## config.mk

```make
export PLATFORM = sky130hd
export DESIGN_NAME = uart_rx_byte
export DESIGN_NICKNAME = d
export VERILOG_FILES = /design/src/rtl/uart_rx_byte.sv
export SDC_FILE = /design/constraint.sdc
export NUM_CORES = 1
export LEC_CHECK = 0
export BUFFER_PORTS_ARGS = -buffer_cell sky130_fd_sc_hd__buf_2
export CAP_MARGIN = 30
export CELL_PAD_IN_SITES_DETAIL_PLACEMENT = 0
export CELL_PAD_IN_SITES_GLOBAL_PLACEMENT = 1
export CORE_MARGIN = 4
export CORE_UTILIZATION = 53
export CTS_BUF_LIST = sky130_fd_sc_hd__clkbuf_8
export DETAILED_ROUTE_END_ITERATION = 16
export GPL_TIMING_DRIVEN = 0
export PLACE_DENSITY = 0.83
export SKIP_LAST_GASP = 1
export SLEW_MARGIN = 40
export SYNTH_ARGS = -nofsm -noshare
export SYNTH_HDL_FRONTEND = slang
export SYNTH_SLANG_ARGS = --single-unit
```

## constraint.sdc

```tcl
create_clock -name Clkin -period 4.8 [get_ports Clkin]
set_input_delay 0.24 -clock Clkin [delete_from_list [all_inputs] [get_ports Clkin]]
set_output_delay 0.24 -clock Clkin [all_outputs]
set_load 0.005 [all_outputs]
```

## src/rtl/uart_rx_byte.sv

```systemverilog
// 8-N-1 UART receiver: synchronises Rx_in, samples each bit at its centre and
// presents a held byte with a one-cycle valid strobe, or a one-cycle framing error.
module uart_rx_byte #(
  parameter int CLKS_PER_BIT = 868
) (
  input  logic       Clkin,
  input  logic       Rst,
  input  logic       Rx_in,
  output logic [7:0] Uart_out,
  output logic       Rx_valid,
  output logic       Frame_err,
  output logic       Rx_busy
);

  localparam int CW = (CLKS_PER_BIT > 1) ? $clog2(CLKS_PER_BIT) : 1;
  localparam logic [CW-1:0] CNT_LAST = CW'(CLKS_PER_BIT - 1);
  localparam logic [CW-1:0] CNT_HALF = CW'(CLKS_PER_BIT / 2 - 1);
  localparam logic [CW-1:0] CNT_ZERO = {CW{1'b0}};

  localparam logic [2:0] ST_IDLE  = 3'd0;
  localparam logic [2:0] ST_START = 3'd1;
  localparam logic [2:0] ST_DATA  = 3'd2;
  localparam logic [2:0] ST_STOP  = 3'd3;
  localparam logic [2:0] ST_BREAK = 3'd4;

  logic          rx_meta_r;
  logic          rx_sync_r;
  logic          rx_s;
  logic [2:0]    state_r,  state_nxt_s;
  logic [CW-1:0] cnt_r,    cnt_nxt_s;
  logic [2:0]    idx_r,    idx_nxt_s;
  logic [7:0]    shift_r,  shift_nxt_s;
  logic [7:0]    data_r,   data_nxt_s;
  logic          valid_r,  valid_nxt_s;
  logic          err_r,    err_nxt_s;
  logic          busy_r;

  assign rx_s = rx_sync_r;

  // Two-flop synchroniser for the asynchronous serial line; idles high.
  always_ff @(posedge Clkin or posedge Rst) begin
    if (Rst) begin
      rx_meta_r <= 1'b1;
      rx_sync_r <= 1'b1;
    end else begin
      rx_meta_r <= Rx_in;
      rx_sync_r <= rx_meta_r;
    end
  end

  // Frame FSM next-state and datapath; the stop decision returns to IDLE mid stop-bit.
  always_comb begin
    state_nxt_s = state_r;
    cnt_nxt_s   = cnt_r;
    idx_nxt_s   = idx_r;
    shift_nxt_s = shift_r;
    data_nxt_s  = data_r;
    valid_nxt_s = 1'b0;
    err_nxt_s   = 1'b0;
    case (state_r)
      ST_IDLE: begin
        cnt_nxt_s = CNT_ZERO;
        if (!rx_s) begin
          state_nxt_s = ST_START;
        end else begin
          state_nxt_s = ST_IDLE;
        end
      end
      ST_START: begin
        if (cnt_r == CNT_HALF) begin
          cnt_nxt_s = CNT_ZERO;
          idx_nxt_s = 3'd0;
          // A line already back high at mid start-bit was only a glitch.
          if (!rx_s) begin
            state_nxt_s = ST_DATA;
          end else begin
            state_nxt_s = ST_IDLE;
          end
        end else begin
          cnt_nxt_s = cnt_r + 1'b1;
        end
      end
      ST_DATA: begin
        if (cnt_r == CNT_LAST) begin
          cnt_nxt_s   = CNT_ZERO;
          shift_nxt_s = {rx_s, shift_r[7:1]};
          if (idx_r == 3'd7) begin
            state_nxt_s = ST_STOP;
          end else begin
            idx_nxt_s = idx_r + 3'd1;
          end
        end else begin
          cnt_nxt_s = cnt_r + 1'b1;
        end
      end
      ST_STOP: begin
        if (cnt_r == CNT_LAST) begin
          cnt_nxt_s = CNT_ZERO;
          if (rx_s) begin
            data_nxt_s  = shift_r;
            valid_nxt_s = 1'b1;
            state_nxt_s = ST_IDLE;
          end else begin
            err_nxt_s   = 1'b1;
            state_nxt_s = ST_BREAK;
          end
        end else begin
          cnt_nxt_s = cnt_r + 1'b1;
        end
      end
      ST_BREAK: begin
        // Hold off until the line recovers so a stuck-low line is not re-read as starts.
        if (rx_s) begin
          state_nxt_s = ST_IDLE;
        end else begin
          state_nxt_s = ST_BREAK;
        end
      end
      default: begin
        state_nxt_s = ST_IDLE;
        cnt_nxt_s   = CNT_ZERO;
      end
    endcase
  end

  // State and registered outputs.
  always_ff @(posedge Clkin or posedge Rst) begin
    if (Rst) begin
      state_r <= ST_IDLE;
      cnt_r   <= CNT_ZERO;
      idx_r   <= 3'd0;
      shift_r <= 8'h00;
      data_r  <= 8'h00;
      valid_r <= 1'b0;
      err_r   <= 1'b0;
      busy_r  <= 1'b0;
    end else begin
      state_r <= state_nxt_s;
      cnt_r   <= cnt_nxt_s;
      idx_r   <= idx_nxt_s;
      shift_r <= shift_nxt_s;
      data_r  <= data_nxt_s;
      valid_r <= valid_nxt_s;
      err_r   <= err_nxt_s;
      busy_r  <= (state_nxt_s != ST_IDLE);
    end
  end

  assign Uart_out  = data_r;
  assign Rx_valid  = valid_r;
  assign Frame_err = err_r;
  assign Rx_busy   = busy_r;

endmodule

```

-- After elaboration in Yosys (flattened, before gate mapping)
Index checks and enable logic that the tools add are counted.
W data, S select, Z words.
- add/subtract/negate cells: 2
- equality and inequality tests: 10
- multiplexer cells: 21
- reduce and logical (&&, ||, !) cells: 7
- operators by type and width (kind ; number):
    $pmux W10 S3 ; 1
    $mux W3 ; 8
    $mux W10 ; 2
    $pmux W3 S5 ; 1
    $add A10 B1 Y10 const B ; 1
    $eq A10 B10 Y1 const B ; 1
    $eq A10 B9 Y1 const B ; 1
    $mux W1 ; 7
    $eq A3 B2 Y1 const B ; 2
    $eq A3 B3 Y1 const B ; 2
    $ne A2 B2 Y1 const B ; 3
    $pmux W3 S2 ; 1
    $reduce_and A4 Y1 ; 1
    $add A3 B1 Y3 const B ; 1
    $eq A3 B1 Y1 const B ; 1
    $logic_not A3 Y1 ; 1
    $reduce_and A3 Y1 ; 1
    $reduce_bool A3 Y1 ; 1
    $mux W2 ; 1
    $reduce_and A2 Y1 ; 1
    $reduce_bool A2 Y1 ; 1
    $reduce_or A2 Y1 ; 1
- flip-flop bits (word level): 37
- input bits: 3
- word-level logic and storage cells: 50

-- Depth between registers and ports, before layout
Gate-level depths: netlist of run 1.
- word-level depth: 5
- mapped depth: 7

-- Least setup slack after synthesis of run 1
Ideal clock, no wire load.
- path kind: register -> register
- from: register cnt_r[0]
- to: register busy_r (netlist: Rx_busy)
- library setup time: 131 ps
- arrival time: 1672 ps
- data required time: 4669 ps
- setup slack: 2997 ps
- stages on the path, launching flop included: 7
- period minus slack after synthesis: 1803 ps
- cells stage by stage: dfrtp_1 -> ha_1 -> and4bb_4 -> and3_1 -> a31oi_1 -> o22ai_1 -> or3_1
- longest elaborated chain between the ends: 4
- elaborated cells on any way between the ends: 7
- classes of those cells: eq/ne (2); mux (4); reduce/logical (1)
- ends and longest elaborated chain (element ; line ; RTL):
    start, declared ; 30 ; logic [CW-1:0] cnt_r, cnt_nxt_s;
    start signal, assigned ; 139 ; cnt_r <= cnt_nxt_s;
    $eq A10 B10 Y1 / $eq A10 B9 Y1 (equally long branches) ; 84, 97, 70 ;
    $mux W3 (on tied branches) ; 97, 70, 84 ;
    $pmux W3 S5 (*) ; 60 ; case (state_r)
    net state_nxt_s[0] ; 29 ; logic [2:0] state_r, state_nxt_s;
    $reduce_bool A3 Y1 (*) ; 145 ; busy_r <= (state_nxt_s != ST_IDLE);
    end signal, assigned ; 145 ;
    end, declared ; 36 ; logic busy_r;
Mark *: on every way through the listed nets, which the timed path passes. The rest lies on a longest branch.
A chain may end at the register's enable or synchronous reset.

-- Worst setup path in the final report of run 1
- from: register cnt_r[0]
- to: register idx_r[2]
- longest elaborated chain between the ends: 3
- elaborated cells on any way between the ends: 5
- classes of those cells: eq/ne (4); reduce/logical (1)
- ends and longest elaborated chain (element ; line ; RTL):
    $eq A10 B10 Y1 / $eq A10 B9 Y1 (equally long branches) ; 84, 70 ;
    $ne A2 B2 Y1 (no line) ; n/a ;
    $reduce_and A4 Y1 (no line) (*) ; n/a ;
    end signal, assigned ; 140 ; idx_r <= idx_nxt_s;
    end, declared ; 31 ; logic [2:0] idx_r, idx_nxt_s;
Every way passes the cells marked *; elsewhere a longest branch is shown, timed or not.

==> flow_summary.ini, run 1 <==
[drt]
drtPass1Iterations = 5
num_vias = 1120
drc = 0
wl_per_cell_um = 14.43
viasPerCell = 5.333
routed_wl_um = 3031
drtIter0Drc = 42
ant_nets = 0

[clock_network]
root_buffer = clkbuf_8
insertion_delay_ps = 280
cts.repair.resized = 0
cts_made_buffers = 5
path_clk_slew_ps = 70
htreeDepth = 2
cts_sinks = 37
cts.path.max_buffers = 2
cts_tree = yes
postCtsSetupBuffers = 0
postCtsHoldBufs = 0

[timing]
relSlewSlack_pct = 59.44
fin_crit_sh_pct = 41.73
setup_viol = 0
worst_slew_pin_slew_ps = 607.7
max_freq_mhz = 499.3
period_needed_ps = 2003
setup_tns_ps = 0
clock_skew_ps = 3.602
finalMaxSlewViolations = 0
final_hold_viol_count = 0
rsz0062_at_grt = false

[place]
dpl.hpwl_um = 2168
portBuffers = 13
gp_congestion = 0.8883
place_area_um2 = 1853

[critical_path]
reg2reg_to = idx_r[2]
slowest_stage = dfrtp_1
crit_required_ps = 4960
worstPathArrival_ps = 2160
reg2reg_depth = 7
crit_fanout = 9
slowest_delay_ps = 460
crit_type = flip-flop to flip-flop
worstSetupEndpointType = flip-flop
r2r_slack_ps = 2800
path_buf_inv = 1
r2r_start = cnt_r[0]
crit_family = simple AND/OR/NAND/NOR gates
crit_chain = ha_1, and4bb_4, and4_1, buf_2, nand2b_1, nand3_1, o21ai_0
cp-start-kind = flip-flop

[yosys]
yosysUniqueCellTypes = 39
yosysWarnings = 0
synth_fp_nets = 152
synth_compound_area_share_pct = 7.870
synth_fa_ha_area_share_pct = 2.888
synth_mux_area_share_pct = 10.61
synthSimpleGateAreaFrac_pct = 19.64
avgSynthCellArea_um2 = 11.95
syn_inst = 145
synth_xor_area_share_pct = 3.032
synth-seq-area-share_pct = 53.57
syn_area_um2 = 1733
ys_ff_latch = 37
synth_top_family_by_area = simple AND/OR/NAND/NOR gates

[layout]
diodes = 0
area_growth_syn_to_layout_pct = 13.93
drive_gt1_share_pct = 31.93
finish.utilization_pct = 63.63
final_cell_area_um2 = 1974
final_nets = 172
final_common_cell = dfrtp_1
layout_common_cells = dfrtp_1 (35), buf_2 (16), mux2_2 (15), nor2_1 (11), nand3_1 (8)

[global_routing]
grt_start_max_net_pins = 38
grt_first_pass_wirelength_um = 5237
grt_pass1_vias = 1114
grtUsageTotal_pct = 15.89
antenna_found_initial = 0
grt_overflow = 0

[worst_hold_path]
min_path_type = input port to async pin

[power]
p_leak_uw = 0.0009397
power_density_nw_per_um2 = 301.0
fin_total_pwr_uw = 594.2
peakVddDrop_uv = 222.6

[flow_run]
cap_violations = 0

[floorplanning]
io_pins = 14
die_w_um = 65.18
rows = 20
die_y_um = 65.18
initial_core_util_pct = 55.85
fp.coreArea_um2 = 3103
die_area_um2 = 4248

[outcome]
status = finished, final reports clean
==> through the flow <==
step / setup slack (ps) / std cells / hold slack, ps
global route: 2655 / 210 / 37.91
detailed placement: 2823 / 202 / 346.6
finish: 2797 / 210 / 11.99
CTS: 2817 / 210 / 43.31
global placement: 2844 / 202 / 346.8
floorplan: 2997 / 145 / 244.5
==> report_power, final <==
part           leakage, uW  switching [uW]  total, uW  internal, uW
clock network    0.0000574             104        272           169
logic             0.000392            6.21       7.22          1.01
registers         0.000490            1.35        315           313
total             0.000940             111        594           483
==> worst reg2reg max path, stage by stage (launching register included) <==
cell and delay [ps]:
dfrtp_1 460, ha_1 310, and4bb_4 320, and4_1 180, buf_2 220, nand2b_1 170, nand3_1 130, o21ai_0 90
==> synth_stat cells, drive strengths merged <==
cell type	n	area, um2
a211o	1	8.760
a21boi	1	7.510
a21oi	3	18.77
a22o	1	8.760
a31oi	3	18.77
a41oi	1	16.27
and2	3	18.77
and3	2	12.51
and4	1	8.760
and4b	1	10.01
and4bb	2	28.78
buf	3	15.01
clkbuf	1	3.750
dfrtp	35	875.8
dfstp	2	52.55
ha	4	50.05
inv	6	22.52
mux2	16	183.9
nand2	6	22.52
nand2b	3	18.77
nand3	8	40.04
nand4	5	46.29
nor2	11	41.29
nor2b	1	6.260
nor3	3	15.01
nor3b	2	37.54
nor4b	1	15.01
o21ai	6	30.03
o21bai	1	7.510
o22ai	2	12.51
o31ai	1	7.510
or2	2	12.51
or3	1	6.260
xnor2	4	35.03
xor2	2	17.52
==> worst max-delay path by stage <==
stage	from	endpoint	slack, ps	depth (start not counted)
CTS	cnt_r[0]	idx_r[1]	2820	7
global placement	cnt_r[1]	cnt_r[7]	2840	6
finish	cnt_r[0]	idx_r[2]	2800	7
floorplan	cnt_r[0]	Rx_busy	3000	6
global route	cnt_r[1]	cnt_r[7]	2660	6
detailed placement	cnt_r[0]	idx_r[2]	2820	7
==> layer usage <==
layer | vias to the layer above | global-route usage [%] | routed length, um
li1 | 556 | - | -
met1 | 544 | 21.49 | 1479
met2 | 18 | 25.16 | 1441
met3 | 2 | 3.590 | 91
met4 | 0 | 5.440 | 19
met5 | - | 0 | 0
==> logic make-up after synthesis <==
kind of cell,after synthesis
muxes,16
adders and majority gates,4
AOI/OAI and AO/OA,20
buffers and inverters,10
DFF,37
and+or+nand+nor,52
xor gates and xnor gates,6
==> flip-flops by register name (all words and copies together) (netlist names) <==
signal,count
cnt_r,10
Rx_valid,1
Rx_busy,1
Frame_err,1
state_r,3
shift_r,8
idx_r,3
rx_s,1
Uart_out,8
rx_meta_r,1
==> area by class of cell <==
class	count	area, um2
sequential	37	928.4
tap	44	55.05
multi-input combinational	98	763.2
fill	260	1129
inverter	6	23.77
clock inverter	2	37.54
clock buffer	6	82.58
buffer	4	18.77
timing repair buffer	13	65.06
No activity file was read; power rests on OpenSTA's default activity.
==> inputs of run 2 (changes only) <==
CORE_UTILIZATION = 50   (was 53)
PLACE_DENSITY = 0.79   (was 0.83)
clock period = 1.9 ns   (was 4.8 ns; I/O delays follow)
==> run 2 against run 1 <==
  * Hold slack improved by 340 ps
  * Die area increased by 5.3%
  * Wire length grew 2.8%
  * Largest cell class unchanged
==> flow_summary.ini, run 2 (synthesis results as in run 1) <==
[outcome]
status = finished, final reports clean

[clock_network]
htreeDepth = 2
cts.path.max_buffers = 2
path_clk_slew_ps = 70
cts_sinks = 37
insertion_delay_ps = 290
root_buffer = clkbuf_8
cts_made_buffers = 5
cts_tree = yes

[layout]
layout_common_cells = dfrtp_1 (33), buf_2 (15), mux2_2 (15), nor2_1 (11), nand3_1 (8)
multiInputGateArea_um2 = 789.5
top_register = cnt_r
diodes = 0
drive_gt1_share_pct = 36.26
regArea_um2 = 930.9
nFillCells = 276
final_nets = 177
finish.utilization_pct = 61.34
final_common_cell = dfrtp_1
area_growth_syn_to_layout_pct = 18.12
largest_register_ffs = 10

[drt]
drtPass1Iterations = 4
wl_per_cell_um = 14.36
num_vias = 1167
drc = 0
viasPerCell = 5.378
ant_nets = 0
drtIter0Drc = 53
routed_wl_um = 3116

[global_routing]
grt_pass1_vias = 1168
grt_start_max_net_pins = 38
antenna_found_initial = 0
grtUsageTotal_pct = 16.57
grt_first_pass_wirelength_um = 5416
grt_overflow = 0

[critical_path]
r2r_slack_ps = 70
crit_type = flip-flop to flip-flop
crit_required_ps = 2130
path_buf_inv = 0
slowest_stage = dfrtp_1
worstPathArrival_ps = 2060
slowest_delay_ps = 490
worstSetupEndpointType = flip-flop
crit_family = simple AND/OR/NAND/NOR gates
cp-start-kind = flip-flop
crit_fanout = 8
crit_chain = nor3b_4, nand4_1, or2_2, a21oi_2, or3_1

[place]
gp_congestion = 0.7827
dpl.hpwl_um = 2133
portBuffers = 13

[floorplanning]
die_area_um2 = 4472
rows = 21
io_pins = 14
die_y_um = 66.87
die_w_um = 66.87
fp.coreArea_um2 = 3337
initial_core_util_pct = 51.93

[timing]
fin_crit_sh_pct = 96.42
rsz0062_at_grt = false
worst_slew_pin_slew_ps = 617.5
final_hold_viol_count = 0
finalMaxSlewViolations = 0
hold_ws_ps = 356.6
period_needed_ps = 1832
max_freq_mhz = 545.9
setup_viol = 0
relSlewSlack_pct = 58.79
clock_skew_ps = 5.852

[flow_run]
cap_violations = 0

[power]
power_density_nw_per_um2 = 732.0
fin_total_pwr_uw = 1498
p_leak_uw = 0.0009627
peakVddDrop_uv = 404.7

[worst_hold_path]
min_path_type = flip-flop to flip-flop
==> run 2: routing by layer <==
metal | vias to the layer above | GRT usage (%) | share of wire [%] | routed length (um)
li1 | 565 | - | - | -
met2 | 15 | 27.97 | 49 | 1540
met1 | 581 | 19.24 | 45 | 1396
met5 | - | 0 | 0 | 0
met4 | 0 | 7.342 | 1.8 | 57
met3 | 6 | 5.059 | 3.9 | 121
==> run 2: worst reg2reg max path, stage by stage (launching register included) <==
cell and delay, ps:
dfrtp_1 490, nor3b_4 350, nand4_1 290, or2_2 390, a21oi_2 130, or3_1 110
==> run 2: layout make-up <==
class	instances	area share (%)
inverter	6	1.161
clock inverter	2	1.650
timing repair buffer	18	5.257
clock buffer	6	4.034
multi-input combinational	98	38.57
tap	46	2.812
buffer	4	1.039
sequential	37	45.48
==> run 2: metrics by stage <==
stage	setup slack, ps	area (um2)	std cells	TNS (ps)
final	68.03	2047	217	0
after global routing	6.532	2047	217	0
after CTS	-1.300	1996	214	-1.300
after detailed placement	-67.52	1856	204	-773.6
after global placement	-54.46	1856	204	-540.6
after floorplan	97.14	1733	145	0
==> run 2: what timing repair did <==
item,4_1_cts,5_1_grt
gates resized for setup,3,7
pin swaps,0,4
endpoints found under the setup margin,18,17
hold endpoints to repair,36,0
gates cloned,0,0
hold buffers,2,0
setup buffers,0,3
==> run 2: path summary, 6_finish.rpt <==
kind	from	cells past startpoint	to
max	cnt_r[2]	5	Rx_busy
max in group asynchronous	Rst	3	cnt_r[1]
max reg2reg	cnt_r[2]	5	Rx_busy
min in group asynchronous	Rst	3	cnt_r[3]
min	rx_meta_r	0	rx_s
min reg2reg	rx_meta_r	0	rx_s
==> run 2: power breakdown <==
group,switching [uW],internal [uW],total (uW)
sequential,3.04,792,795
combinational,16.3,5.23,21.5
clock,260,422,682
total,280,1220,1500
==> inputs of run 3 (changes only) <==
REMOVE_ABC_BUFFERS = 1   (was not set)
==> run 3 against run 2 <==
  * Hold slack gained 3.7 ps
  * Final area shrank 3.1%
  * Sequential cell count is the same
  * Wire length shrank 5.0%
  * Critical endpoint unchanged
  * Largest cell class unchanged
  * Largest power group unchanged
==> flow_summary.ini, run 3 (synthesis results as in run 1) <==
[critical_path]
worstPathArrival_ps = 2010
path_buf_inv = 0
crit_type = flip-flop to flip-flop
crit_fanout = 6
crit_chain = ha_2, and4bb_4, and3_1, a31oi_1, o22ai_1, or3_1
crit_start = cnt_r[0]
worstSetupEndpointType = flip-flop
reg2reg_to = Rx_busy
r2r_slack_ps = 50
slowest_delay_ps = 440
crit_family = simple AND/OR/NAND/NOR gates
crit_cells = 6
slowest_stage = dfrtp_2
cp-start-kind = flip-flop
reg2reg_depth = 6
endpoint = Rx_busy
r2r_start = cnt_r[0]
crit_required_ps = 2060

[global_routing]
grt_first_pass_wirelength_um = 5195
antenna_found_initial = 0
grt_overflow = 0
grt_start_max_net_pins = 38
grtUsageTotal_pct = 15.40
grt_pass1_vias = 1122

[layout]
multiInputGateArea_um2 = 768.2
regArea_um2 = 929.6
final_nets = 173
top_register = cnt_r
diodes = 0
largest_register_ffs = 10
final_common_cell = dfrtp_1
layout_common_cells = dfrtp_1 (34), mux2_2 (15), buf_2 (13), nor2_1 (11), nand3_1 (8)
area_growth_syn_to_layout_pct = 14.44
nFillCells = 295
drive_gt1_share_pct = 33.53

[clock_network]
insertion_delay_ps = 280
cts_sinks = 37
cts.path.max_buffers = 2
cts_made_buffers = 5
cts_tree = yes
path_clk_slew_ps = 70
htreeDepth = 2
root_buffer = clkbuf_8

[drt]
drc = 0
num_vias = 1169
viasPerCell = 5.488
drtIter0Drc = 42
wl_per_cell_um = 13.89
ant_nets = 0
drtPass1Iterations = 4
routed_wl_um = 2959

[timing]
relSlewSlack_pct = 58.70
worst_slew_pin_slew_ps = 618.7
rsz0062_at_grt = true
max_freq_mhz = 540.9
setup_tns_ps = 0
setup_viol = 0
finalMaxSlewViolations = 0
period_needed_ps = 1849
clock_skew_ps = 6.016
final_hold_viol_count = 0
fin_crit_sh_pct = 97.30

[power]
p_leak_uw = 0.0009365
peakVddDrop_uv = 495.3
fin_total_pwr_uw = 1383
power_density_nw_per_um2 = 697.4

[place]
gp_congestion = 0.8686
portBuffers = 13
dpl.hpwl_um = 2048

[flow_run]
cap_violations = 0

[floorplanning]
io_pins = 14
die_area_um2 = 4472
rows = 21
die_y_um = 66.87
initial_core_util_pct = 51.93
die_w_um = 66.87
fp.coreArea_um2 = 3337

[outcome]
status = finished, final reports clean

[worst_hold_path]
min_path_type = flip-flop to flip-flop
==> run 3: worst min path at each step <==
stage	start	end	cells after the start
6_report	rx_meta_r	rx_s	0
5_1_grt	rx_meta_r	rx_s	0
4_1_cts	rx_meta_r	rx_s	0
3_5_place_dp	Rx_in	rx_meta_r	1
3_3_place_gp	Rx_in	rx_meta_r	1
2_1_floorplan	Rx_in	rx_meta_r	0
==> run 3: cell type report <==
cell class	instances	area share, %
multi-input cells	98	38.74
flip-flops and latches	37	46.88
clock inverters	2	0.6940
inverters	6	1.199
clock buffers	6	4.164
repair buffers	18	5.426
well taps	46	2.902
==> run 3: metrics by stage <==
stage	hold WS, ps	setup WS, ps	util [%]	area [um2]	std cells
2_1_floorplan	99.48	97.14	-	1714	141
3_3_place_gp	199.3	-144.7	55.04	1837	200
3_5_place_dp	203.7	-169.7	55.04	1837	200
4_1_cts	360.5	17.89	58.68	1958	210
5_1_grt	366.0	-40.98	59.43	1983	213
6_report	360.3	51.25	59.43	1983	213
==> run 3: per-layer routing <==
layer | global-route usage, % | vias up | part of all wire (%)
met5 | 0 | - | 0
met4 | 5.316 | 0 | 0.47
met3 | 4.553 | 4 | 4.7
met2 | 23.27 | 29 | 46
met1 | 21.02 | 577 | 49
li1 | - | 559 | -
==> run 3: power breakdown <==
part	leakage, uW	switching, uW	internal [uW]	total, uW
Clock	0.0000512	273	294	567
Combinational	0.000397	16.3	5.22	21.6
Sequential	0.000488	3.21	791	794
Total	0.000937	293	1090	1380
==> run 3: repair_timing <==
item                                    in CTS  in global routing
resized for setup                            4                  1
pin swaps                                    0                  0
endpoints found under the setup margin      17                 11
hold endpoints to repair                    36                  0
hold buffers                                 2                  0
gates cloned                                 0                  0
setup buffers                                0                  3
